File: config.mk
export PLATFORM = sky130hd
export DESIGN_NAME = logit_accumulator
export DESIGN_NICKNAME = d
export VERILOG_FILES = /design/src/rtl/logit_accumulator.sv
export SDC_FILE = /design/constraint.sdc
export NUM_CORES = 1
export LEC_CHECK = 0
export ABC_AREA = 1
export BUFFER_PORTS_ARGS = -buffer_cell sky130_fd_sc_hd__buf_2
export CAP_MARGIN = 20
export CORE_UTILIZATION = 40
export CTS_CLUSTER_DIAMETER = 80
export CTS_CLUSTER_SIZE = 8
export DETAILED_ROUTE_END_ITERATION = 10
export GPL_TIMING_DRIVEN = 0
export PLACE_DENSITY_LB_ADDON = 0.25
export SLEW_MARGIN = 20
export SYNTH_ARGS = -nofsm -noshare
export SYNTH_HDL_FRONTEND = slang
export SYNTH_SLANG_ARGS = --single-unit
File: constraint.sdc
create_clock -name clk -period 7.2 [get_ports clk]
set_input_delay 0.36 -clock clk [delete_from_list [all_inputs] [get_ports clk]]
set_output_delay 0.36 -clock clk [all_outputs]
set_load 0.02 [all_outputs]
File: src/rtl/logit_accumulator.sv
// Accumulates three signed per-timestep class contributions over one sample
// window with saturating adders, then presents the logits on a held valid/ready port.
`timescale 1ns/1ps

module logit_accumulator #(
  parameter int IN_WIDTH   = 16,
  parameter int DATA_WIDTH = 32,
  parameter int NUM_STEPS  = 8
) (
  input  logic                               clk,
  input  logic                               rst_n,
  input  logic                               i_valid,
  output logic                               i_ready,
  input  logic [3*IN_WIDTH-1:0]              i_data,
  input  logic                               i_last,
  output logic                               o_valid,
  input  logic                               o_ready,
  output logic [3*DATA_WIDTH-1:0]            o_logits,
  output logic [$clog2(NUM_STEPS+1)-1:0]     o_steps,
  output logic                               o_sat
);

  localparam int SW = $clog2(NUM_STEPS + 1);
  localparam logic signed [DATA_WIDTH-1:0] MAX_VAL = {1'b0, {(DATA_WIDTH-1){1'b1}}};
  localparam logic signed [DATA_WIDTH-1:0] MIN_VAL = {1'b1, {(DATA_WIDTH-1){1'b0}}};

  typedef enum logic {ACCUM = 1'b0, OUTPUT = 1'b1} state_t;

  state_t                        state;
  logic signed [DATA_WIDTH-1:0]  acc      [3];
  logic signed [DATA_WIDTH-1:0]  acc_next [3];
  logic [2:0]                    clamp;
  logic [SW-1:0]                 step_cnt;
  logic [SW-1:0]                 step_next;
  logic                          sat_flag;
  logic                          sat_next;
  logic                          frame_end;

  // Each lane adds at DATA_WIDTH+1 bits; the top two bits disagreeing means the rail was crossed.
  for (genvar k = 0; k < 3; k++) begin : g_lane
    logic signed [IN_WIDTH-1:0]   in_k;
    logic signed [DATA_WIDTH:0]   sum_full;
    logic                         overflow;

    assign in_k     = i_data[k*IN_WIDTH +: IN_WIDTH];
    assign sum_full = {acc[k][DATA_WIDTH-1], acc[k]}
                    + {{(DATA_WIDTH+1-IN_WIDTH){in_k[IN_WIDTH-1]}}, in_k};
    assign overflow = sum_full[DATA_WIDTH] != sum_full[DATA_WIDTH-1];
    assign clamp[k] = overflow;
    assign acc_next[k] = !overflow          ? sum_full[DATA_WIDTH-1:0]
                       : sum_full[DATA_WIDTH] ? MIN_VAL : MAX_VAL;
  end

  assign step_next = step_cnt + SW'(1);
  assign sat_next  = sat_flag | (|clamp);
  // A redundant i_last on the final allowed beat collapses into the same single frame end.
  assign frame_end = i_last || (step_next == SW'(NUM_STEPS));

  // NOTE: all state here uses non-blocking assignments so every register samples pre-edge values.
  always_ff @(posedge clk or negedge rst_n) begin
    if (!rst_n) begin
      state    <= ACCUM;
      i_ready  <= 1'b1;
      o_valid  <= 1'b0;
      o_logits <= '0;
      o_steps  <= '0;
      o_sat    <= 1'b0;
      step_cnt <= '0;
      sat_flag <= 1'b0;
      for (int k = 0; k < 3; k++) acc[k] <= '0;
    end else if (state == ACCUM) begin
      if (i_valid) begin
        for (int k = 0; k < 3; k++) acc[k] <= acc_next[k];
        step_cnt <= step_next;
        sat_flag <= sat_next;
        if (frame_end) begin
          o_logits <= {acc_next[2], acc_next[1], acc_next[0]};
          o_steps  <= step_next;
          o_sat    <= sat_next;
          o_valid  <= 1'b1;
          i_ready  <= 1'b0;
          state    <= OUTPUT;
        end
      end
    end else begin
      // Presented outputs stay untouched on handoff; only the working sums restart.
      if (o_ready) begin
        for (int k = 0; k < 3; k++) acc[k] <= '0;
        step_cnt <= '0;
        sat_flag <= 1'b0;
        o_valid  <= 1'b0;
        i_ready  <= 1'b1;
        state    <= ACCUM;
      end
    end
  end

endmodule

==> impl_metrics.csv, run 1 <==
group,metric,value,unit
final_layout,most-common-layout-cells,"nand2_1 (1151), inv_1 (217), dfrtp_1 (204)",
synthesis,yosysSeqAreaShare,33.8,%
run_status,status,"finished, final reports clean",
timing,finalCritPeriodShare,54.8,%
final_layout,final_cell_area,17500,um2
timing,setup-violations-final,0,
final_layout,syn2layout_area_growth,15.6,%
placement,dp_slack,3.18,ns
timing,max_freq,253,MHz
timing,setup_slack,3.25,ns
synthesis,ys_seq_elements,205,
final_layout,insertedDiodeCount,0,
routing,postRouteAntennaNets,0,
synthesis,synth_area_per_cell,6.43,um2
worst_setup_path,worstPathMaxFanout,10,
timing,hold_slack,0.0321,ns
floorplanning,rows,70,
worst_setup_path,timing.critical_path.arrival,4.45,ns
worst_setup_path,cp-startpoint,"acc[2]",
synthesis,synthCells,2359,
global_routing,grt_pass1_vias,14748,
clock_tree,cts_root_buf,"clkbuf_16",
power_and_ir_drop,p_sw,0.00502,W
power_and_ir_drop,seqPwrFrac,21.1,%
hold_path,hp-class,"in -> reg",
timing,rsz0062_at_grt,"no",
placement,placed_area,16600,um2
timing,setup-tns-final,0,ns
power_and_ir_drop,power_density,544,nW/um2
worst_setup_path,crit_type,"reg -> reg",
placement,place_congestion,1.02,
hold_path,worst_hold_startpoint,"o_ready",
timing,tightest_slew,1.07,ns
power_and_ir_drop,comb_power_share,64.7,%
clock_tree,clk_latency,0.57,ns
global_routing,grt-ovfl-total,0,
global_routing,grt_pass1_wl,76.8,mm
clock_tree,cts_inserted_buffers,30,
global_routing,grt_use_total,24.7,%
synthesis,synthesis.nets,2516,
placement,dpl.hpwl,37.8,mm
worst_setup_path,timing.rr.start,"acc[2]",
clock_tree,cts-htree-levels,1,
synthesis,synth_warnings,0,
floorplanning,ioPinCount,156,
floorplanning,die_w,197,um
synthesis,synthesis.area,15200,um2
routing,finalWirelength,47.5,mm
worst_setup_path,end_kind,"register",
timing,maxSlewHeadroom,29.0,%
global_routing,grt_max_degree,89,
floorplanning,start_util,41.1,%
power_and_ir_drop,switching_share,52.5,%
clock_tree,cts_tree,"yes",
routing,wire_per_inst,15.5,um
final_layout,layout_commonest_cell,"nand2_1",
routing,drt-initial-drc-count,915,
routing,vias,15269,
floorplanning,dieArea,38700,um2
power_and_ir_drop,p_int,0.00453,W
power_and_ir_drop,ir_drop,0.239,mV
routing,via_per_inst,4.98,
routing,dr.pass1.iters,5,
placement,numPortBuffers,155,
worst_setup_path,cp_data_required_time,7.70,ns
clock_tree,clk_path_buf_depth,3,
global_routing,antenna_found_initial,0,
synthesis,ys_types,33,
final_layout,drive_gt1_share,11.1,%
power_and_ir_drop,p_clk_share,14.3,%
floorplanning,dieHeight,197,um
clock_tree,post-cts-setup-buffers,0,
timing,skew,0.0211,ns
floorplanning,core,37000,um2
job,maxCapViolations,0,
timing,post-route-min-period,3.95,ns
clock_tree,clkTransAtPathRegs,0.05,ns
routing,drc_errors,0,
final_layout,fillCellCount,3952,
power_and_ir_drop,p_leak,10.2,nW
timing,drv_slew,0,
timing,final_hold_viol_count,0,
worst_setup_path,startpoint_type,"register",
clock_tree,cts_sinks,205,
final_layout,nNetsFinal,2706,
[cell usage after synthesis (all sizes together)]
library cell	n	area share [%]
dfrtp	204	34
a21oi	127	4.3
o21bai	14	0.69
a21o	3	0.15
clkbuf	26	0.64
inv	219	5.4
a31oi	1	0.041
dfstp	1	0.17
nor4	1	0.041
o21ai	81	2.7
xnor2	4	0.23
buf	34	1.5
nand2	1200	31
nand3b	13	0.64
xor2	16	0.92
a22o	1	0.058
nand4	25	1.0
nor2	121	3.0
fa	3	0.40
nor3	35	1.2
nand3	117	4.0
or2	12	0.49
ha	101	8.3
[logic make-up after synthesis]
group | count (synthesis) | share of synthesized area [%]
flip-flops | 205 | 33.8
AND/OR/NAND/NOR | 1524 | 40.8
buffers and inverters | 279 | 7.56
XOR/XNOR | 20 | 1.15
AO/OA/AOI/OAI | 227 | 7.90
adder cells (fa/ha/maj) | 104 | 8.72
[registers in the layout (all words and copies together), names as in the netlist]
| name | flops |
|---|---|
| o_steps | 4 |
| i_ready | 1 |
| step_cnt | 4 |
| acc | 96 |
| state | 1 |
| o_sat | 1 |
| o_valid | 1 |
| o_logits | 96 |
| sat_flag | 1 |
[timing repair]
item | in CTS | in global routing
endpoints found under the hold margin | 49 | 0
gates resized for setup | 0 | 0
hold buffers | 1 | 0
[through the flow]
step,utilization [%],std cells,total power [W]
5_1_grt,47.5,3068,0.0105
4_1_cts,47.5,3068,0.00959
2_1_floorplan,-,2359,0.00638
6_report,47.5,3068,0.00955
3_3_place_gp,44.9,3018,0.00811
3_5_place_dp,45.0,3020,0.00816
[per-layer routing]
metal	vias to the layer above	wire length [um]	global-route usage, %
met4	0	1210	7.15
met2	330	21800	41.6
met1	7045	22400	33.5
met3	73	2060	2.40
met5	-	0	0
li1	7821	-	-
[area by class of cell]
| class | count | area (um2) | share of cell area [%] |
|---|---|---|---|
| clock inverters | 2 | 60.1 | 0.342 |
| multi-input cells | 1875 | 8890 | 50.7 |
| repair buffers | 158 | 851 | 4.85 |
| well taps | 504 | 631 | 3.59 |
| flip-flops and latches | 205 | 5130 | 29.2 |
| clock buffers | 45 | 828 | 4.72 |
| inverters | 219 | 822 | 4.69 |
| plain buffers | 60 | 325 | 1.85 |
[power groups by stage]
stage | combinational [W] | clock [W] | sequential [W]
2_1_floorplan | 0.00411 | 0 | 0.00228
3_3_place_gp | 0.00610 | 0 | 0.00201
3_5_place_dp | 0.00615 | 0 | 0.00202
4_1_cts | 0.00617 | 0.00140 | 0.00201
5_1_grt | 0.00698 | 0.00145 | 0.00207
6_report | 0.00617 | 0.00136 | 0.00201
[worst max-delay path, stage by stage, from the launching register on]
cell	delay (ns)
dfrtp_1	0.38
ha_1	0.36
a21oi_1	0.23
nand2_1	0.17
nand2_1	0.09
nand3_1	0.15
nand2_1	0.11
nand2_1	0.14
nand2_1	0.16
nand2_1	0.11
nand2_1	0.08
nand3_1	0.13
xor2_1	0.18
ha_1	0.35
inv_1	0.17
clkbuf_1	0.52
nand3_1	0.27
nand2_2	0.14
nand2_1	0.06
nand2_1	0.07
[worst paths after layout]
check	to	slack (ns)	cells after the start
setup / recovery	acc[24]	3.25	19
hold / removal	state	0.03	2
setup reg to reg	acc[24]	3.25	19
hold reg to reg	i_ready	0.46	2
max in group asynchronous	acc[48]	5.76	4
min in group asynchronous	o_logits[5]	0.29	2
No activity file was read; power rests on OpenSTA's default activity.
==> run 2, diff against run 1 <==
--- a/config.mk
+++ b/config.mk
@@ -5,7 +5,7 @@
 export SDC_FILE = /design/constraint.sdc
 export NUM_CORES = 1
 export LEC_CHECK = 0
-export ABC_AREA = 1
+export ABC_AREA = 0
 export BUFFER_PORTS_ARGS = -buffer_cell sky130_fd_sc_hd__buf_2
 export CAP_MARGIN = 20
 export CORE_UTILIZATION = 40
==> constraint.sdc (replaced) <==
create_clock -name clk -period 3.97 [get_ports clk]
set_input_delay 0.1985 -clock clk [delete_from_list [all_inputs] [get_ports clk]]
set_output_delay 0.1985 -clock clk [all_outputs]
set_load 0.02 [all_outputs]
==> run 2 against run 1 <==
Maximum frequency increased by 1.2%; largest power group unchanged; clock power rose by 68%; sequential power up 85%.
==> impl_metrics.csv, run 2 <==
group,metric,value,unit
run_status,status,"finished, final reports clean",
power_and_ir_drop,p_clk_share,14.0,%
placement,placed_area,14300,um2
clock_tree,cts_sinks,205,
floorplanning,rows,65,
worst_setup_path,path_buf_inv,1,
synthesis,synth.top_cell.area_share,39.3,%
final_layout,seqCellArea,5130,um2
routing,wire_per_inst,19.2,um
power_and_ir_drop,power_density,1040,nW/um2
routing,vias,11170,
timing,tightest_slew,0.824,ns
synthesis,ys_seq_elements,205,
synthesis,yosysSeqAreaShare,39.5,%
synthesis,synth_flop_cell,"dfrtp_1",
floorplanning,ioPinCount,156,
timing,hold_slack,0.0738,ns
power_and_ir_drop,finalPower,0.0163,W
final_layout,fillCellCount,3088,
worst_setup_path,startpoint_type,"register",
worst_setup_path,cp_top_family,"compound AO/OA/AOI/OAI gates",
timing,skew,0.0140,ns
global_routing,grt-ovfl-total,0,
synthesis,synthesis.area,13000,um2
final_layout,layout_commonest_cell,"dfrtp_1",
synthesis,synth.most_common_cell,"dfrtp_1",
worst_setup_path,reg2reg_depth,17,
timing,drv_slew,0,
synthesis,ys_types,71,
global_routing,grt_pass1_wl,60.2,mm
synthesis,synth_edf_count,0,
clock_tree,cts-htree-levels,1,
floorplanning,start_util,40.9,%
final_layout,fin_cells,1994,
floorplanning,die_w,182,um
worst_setup_path,crit_cells,17,
clock_tree,cts_tree,"yes",
power_and_ir_drop,p_sw,0.00764,W
synthesis,yosysTopAreaCell,"dfrtp_1",
worst_setup_path,timing.critical_path.arrival,4.30,ns
clock_tree,clk_path_buf_depth,3,
synthesis,synth_warnings,0,
timing,finalCritPeriodShare,98.2,%
timing,post-route-min-period,3.90,ns
final_layout,top_regs,"acc: 96 flops, o_logits: 96 flops",
final_layout,nNetsFinal,1737,
clock_tree,clkTransAtPathRegs,0.05,ns
routing,finalWirelength,38.2,mm
placement,place_congestion,0.907,
timing,setup-violations-final,0,
routing,postRouteAntennaNets,0,
hold_path,hp-class,"in -> reg",
final_layout,most-common-layout-cells,"dfrtp_1 (204), nand2_1 (188), buf_2 (163)",
final_layout,drive_gt1_share,21.1,%
routing,drt-initial-drc-count,679,
routing,drc_errors,0,
clock_tree,cts_root_buf,"clkbuf_16",
floorplanning,dieHeight,182,um
synthesis,synthCells,1377,
synthesis,synth_area_per_cell,9.43,um2
final_layout,final_cell_area,15600,um2
worst_setup_path,worstPathMaxFanout,8,
synthesis,async_flop_share,100,%
placement,dpl.hpwl,27.7,mm
routing,dr.pass1.iters,5,
power_and_ir_drop,seqPwrFrac,22.9,%
final_layout,insertedDiodeCount,0,
synthesis,synth_commonest_cells,"dfrtp_1 (204), nand2_1 (188), ha_1 (101)",
global_routing,antenna_found_initial,0,
power_and_ir_drop,switching_share,47.0,%
worst_setup_path,worstPathCellList,"ha_4 > a211o_1 > a21oi_4 > nor3_4 > o2111ai_4 > a32oi_4 > a31oi_4 > o21ai_2 > a21o_1 > a21o_1 > xor2_2 > ha_4 > clkinvlp_4 > and3_4 > mux2i_1 > and3_4 > o21ai_1",
timing,max_freq,256,MHz
clock_tree,cts_inserted_buffers,29,
power_and_ir_drop,p_leak,7.25,nW
timing,maxSlewHeadroom,45.1,%
timing,final_hold_viol_count,0,
worst_setup_path,cp_slowest_cell,"dfrtp_1",
worst_setup_path,crit_type,"reg -> reg",
worst_setup_path,end_kind,"register",
synthesis,yosys-top-cells-area,"dfrtp_1 (39%), ha_1 (9.7%), nand2_1 (5.4%), a21oi_1 (3.7%), xor2_1 (3.4%)",
placement,numPortBuffers,155,
power_and_ir_drop,ir_drop,0.475,mV
final_layout,syn2layout_area_growth,20.0,%
worst_setup_path,cp_data_required_time,4.37,ns
clock_tree,clk_latency,0.56,ns
placement,dpl.cell_count,1936,
floorplanning,dieArea,33200,um2
routing,via_per_inst,5.60,
global_routing,grt_max_degree,87,
power_and_ir_drop,p_int,0.00861,W
floorplanning,core,31700,um2
global_routing,grt_pass1_vias,11129,
final_layout,multiInputGateArea,7700,um2
timing,rsz0062_at_grt,"yes",
worst_setup_path,cp_slowest_stage_delay,0.42,ns
power_and_ir_drop,comb_power_share,63.1,%
hold_path,min_path_cells,3,
job,maxCapViolations,0,
synthesis,synthesis.nets,1534,
global_routing,grt_use_total,22.9,%
[run 2: cell count changes after synthesis, moves of 33 or more]
| cell | previous run | this run |
|---|---|---|
| o211ai_1 | 0 | 39 |
| mux2_2 | 0 | 37 |
| nand2_2 | 48 | 0 |
| nor2_1 | 121 | 66 |
| a22o_1 | 1 | 39 |
| nand2_1 | 1151 | 188 |
| a21o_1 | 3 | 51 |
| inv_1 | 217 | 26 |
| xor2_1 | 16 | 50 |
| xnor2_1 | 4 | 37 |
| nand3_1 | 114 | 18 |
[run 2: final timing paths]
check | start | endpoint | slack (ns)
setup / recovery | acc[33] | acc[49] | 0.07
hold / removal | i_data[0] | acc[64] | 0.07
setup reg to reg | acc[33] | acc[49] | 0.07
hold reg to reg | i_ready | i_ready | 0.46
max in group asynchronous | rst_n | o_logits[70] | 2.99
min in group asynchronous | rst_n | o_logits[56] | 0.17
[run 2: per-layer routing]
metal	share of wire (%)	GRT usage, %	vias up	wire (um)
met5	0	0	-	0
met4	2.6	6.69	0	991
met3	4.9	4.07	59	1890
met2	47	37.7	247	17900
met1	46	30.7	5398	17500
li1	-	-	5466	-
[run 2: worst register-to-register path, delay by kind of cell, from the launching register on]
kind                       cells  cell delay [ns]
AOI/OAI and AO/OA              9             1.73
adders and majority gates      2             0.59
and+or+nand+nor                3             0.51
DFF                            1             0.42
buffers and inverters          1             0.18
xor gates and xnor gates       1             0.17
muxes                          1             0.14
[run 2: cells by family (layout without fill, tap and decap cells)]
logic type               count (synthesis)  in the layout  synth area share (%)
AO/OA/AOI/OAI                          489            489                  25.7
XOR/XNOR                                87             87                  5.87
adder cells (fa/ha/maj)                104            104                  10.2
buffers and inverters                  100            315                  3.07
flip-flops                             205            205                  39.5
multiplexers                            42             42                  3.62
AND/OR/NAND/NOR                        350            350                  12.0
[run 2: power by group through the flow]
stage	logic [W]	registers, W	clock network [W]
final	0.0102	0.00372	0.00228
after detailed placement	0.00947	0.00373	0
after CTS	0.00993	0.00372	0.00232
after global routing	0.0112	0.00384	0.00241
after floorplan	0.00628	0.00426	0
after global placement	0.00935	0.00371	0
[run 2: what timing repair did]
| action | 4_1_cts | 5_1_grt |
|---|---|---|
| endpoints found under the hold margin | 63 | 0 |
| pin swaps | 8 | 18 |
| buffers inserted | 7 | 11 |
| hold buffers | 3 | 0 |
| resized for setup | 40 | 34 |
| endpoints found under the setup margin | 126 | 126 |
[run 2: layout make-up]
type,instances,area share [%]
multi-input combinational,1072,49.4
sequential,205,33.0
timing repair buffer,178,6.46
clock buffer,42,5.04
tap,402,3.23
buffer,68,2.15
inverter,26,0.675
clock inverter,1,0.0563
[run 2: per-stage QoR]
| stage | util (%) | setup slack, ns | TNS (ns) |
|---|---|---|---|
| 3_3_place_gp | 45.0 | -1.02 | -283.49 |
| 3_5_place_dp | 45.2 | -1.08 | -86.30 |
| 4_1_cts | 48.4 | 0.00169 | 0 |
| 5_1_grt | 49.1 | -0.0680 | -0.312 |
| 6_report | 49.1 | 0.0703 | 0 |
| 2_1_floorplan | - | 0.0515 | 0 |
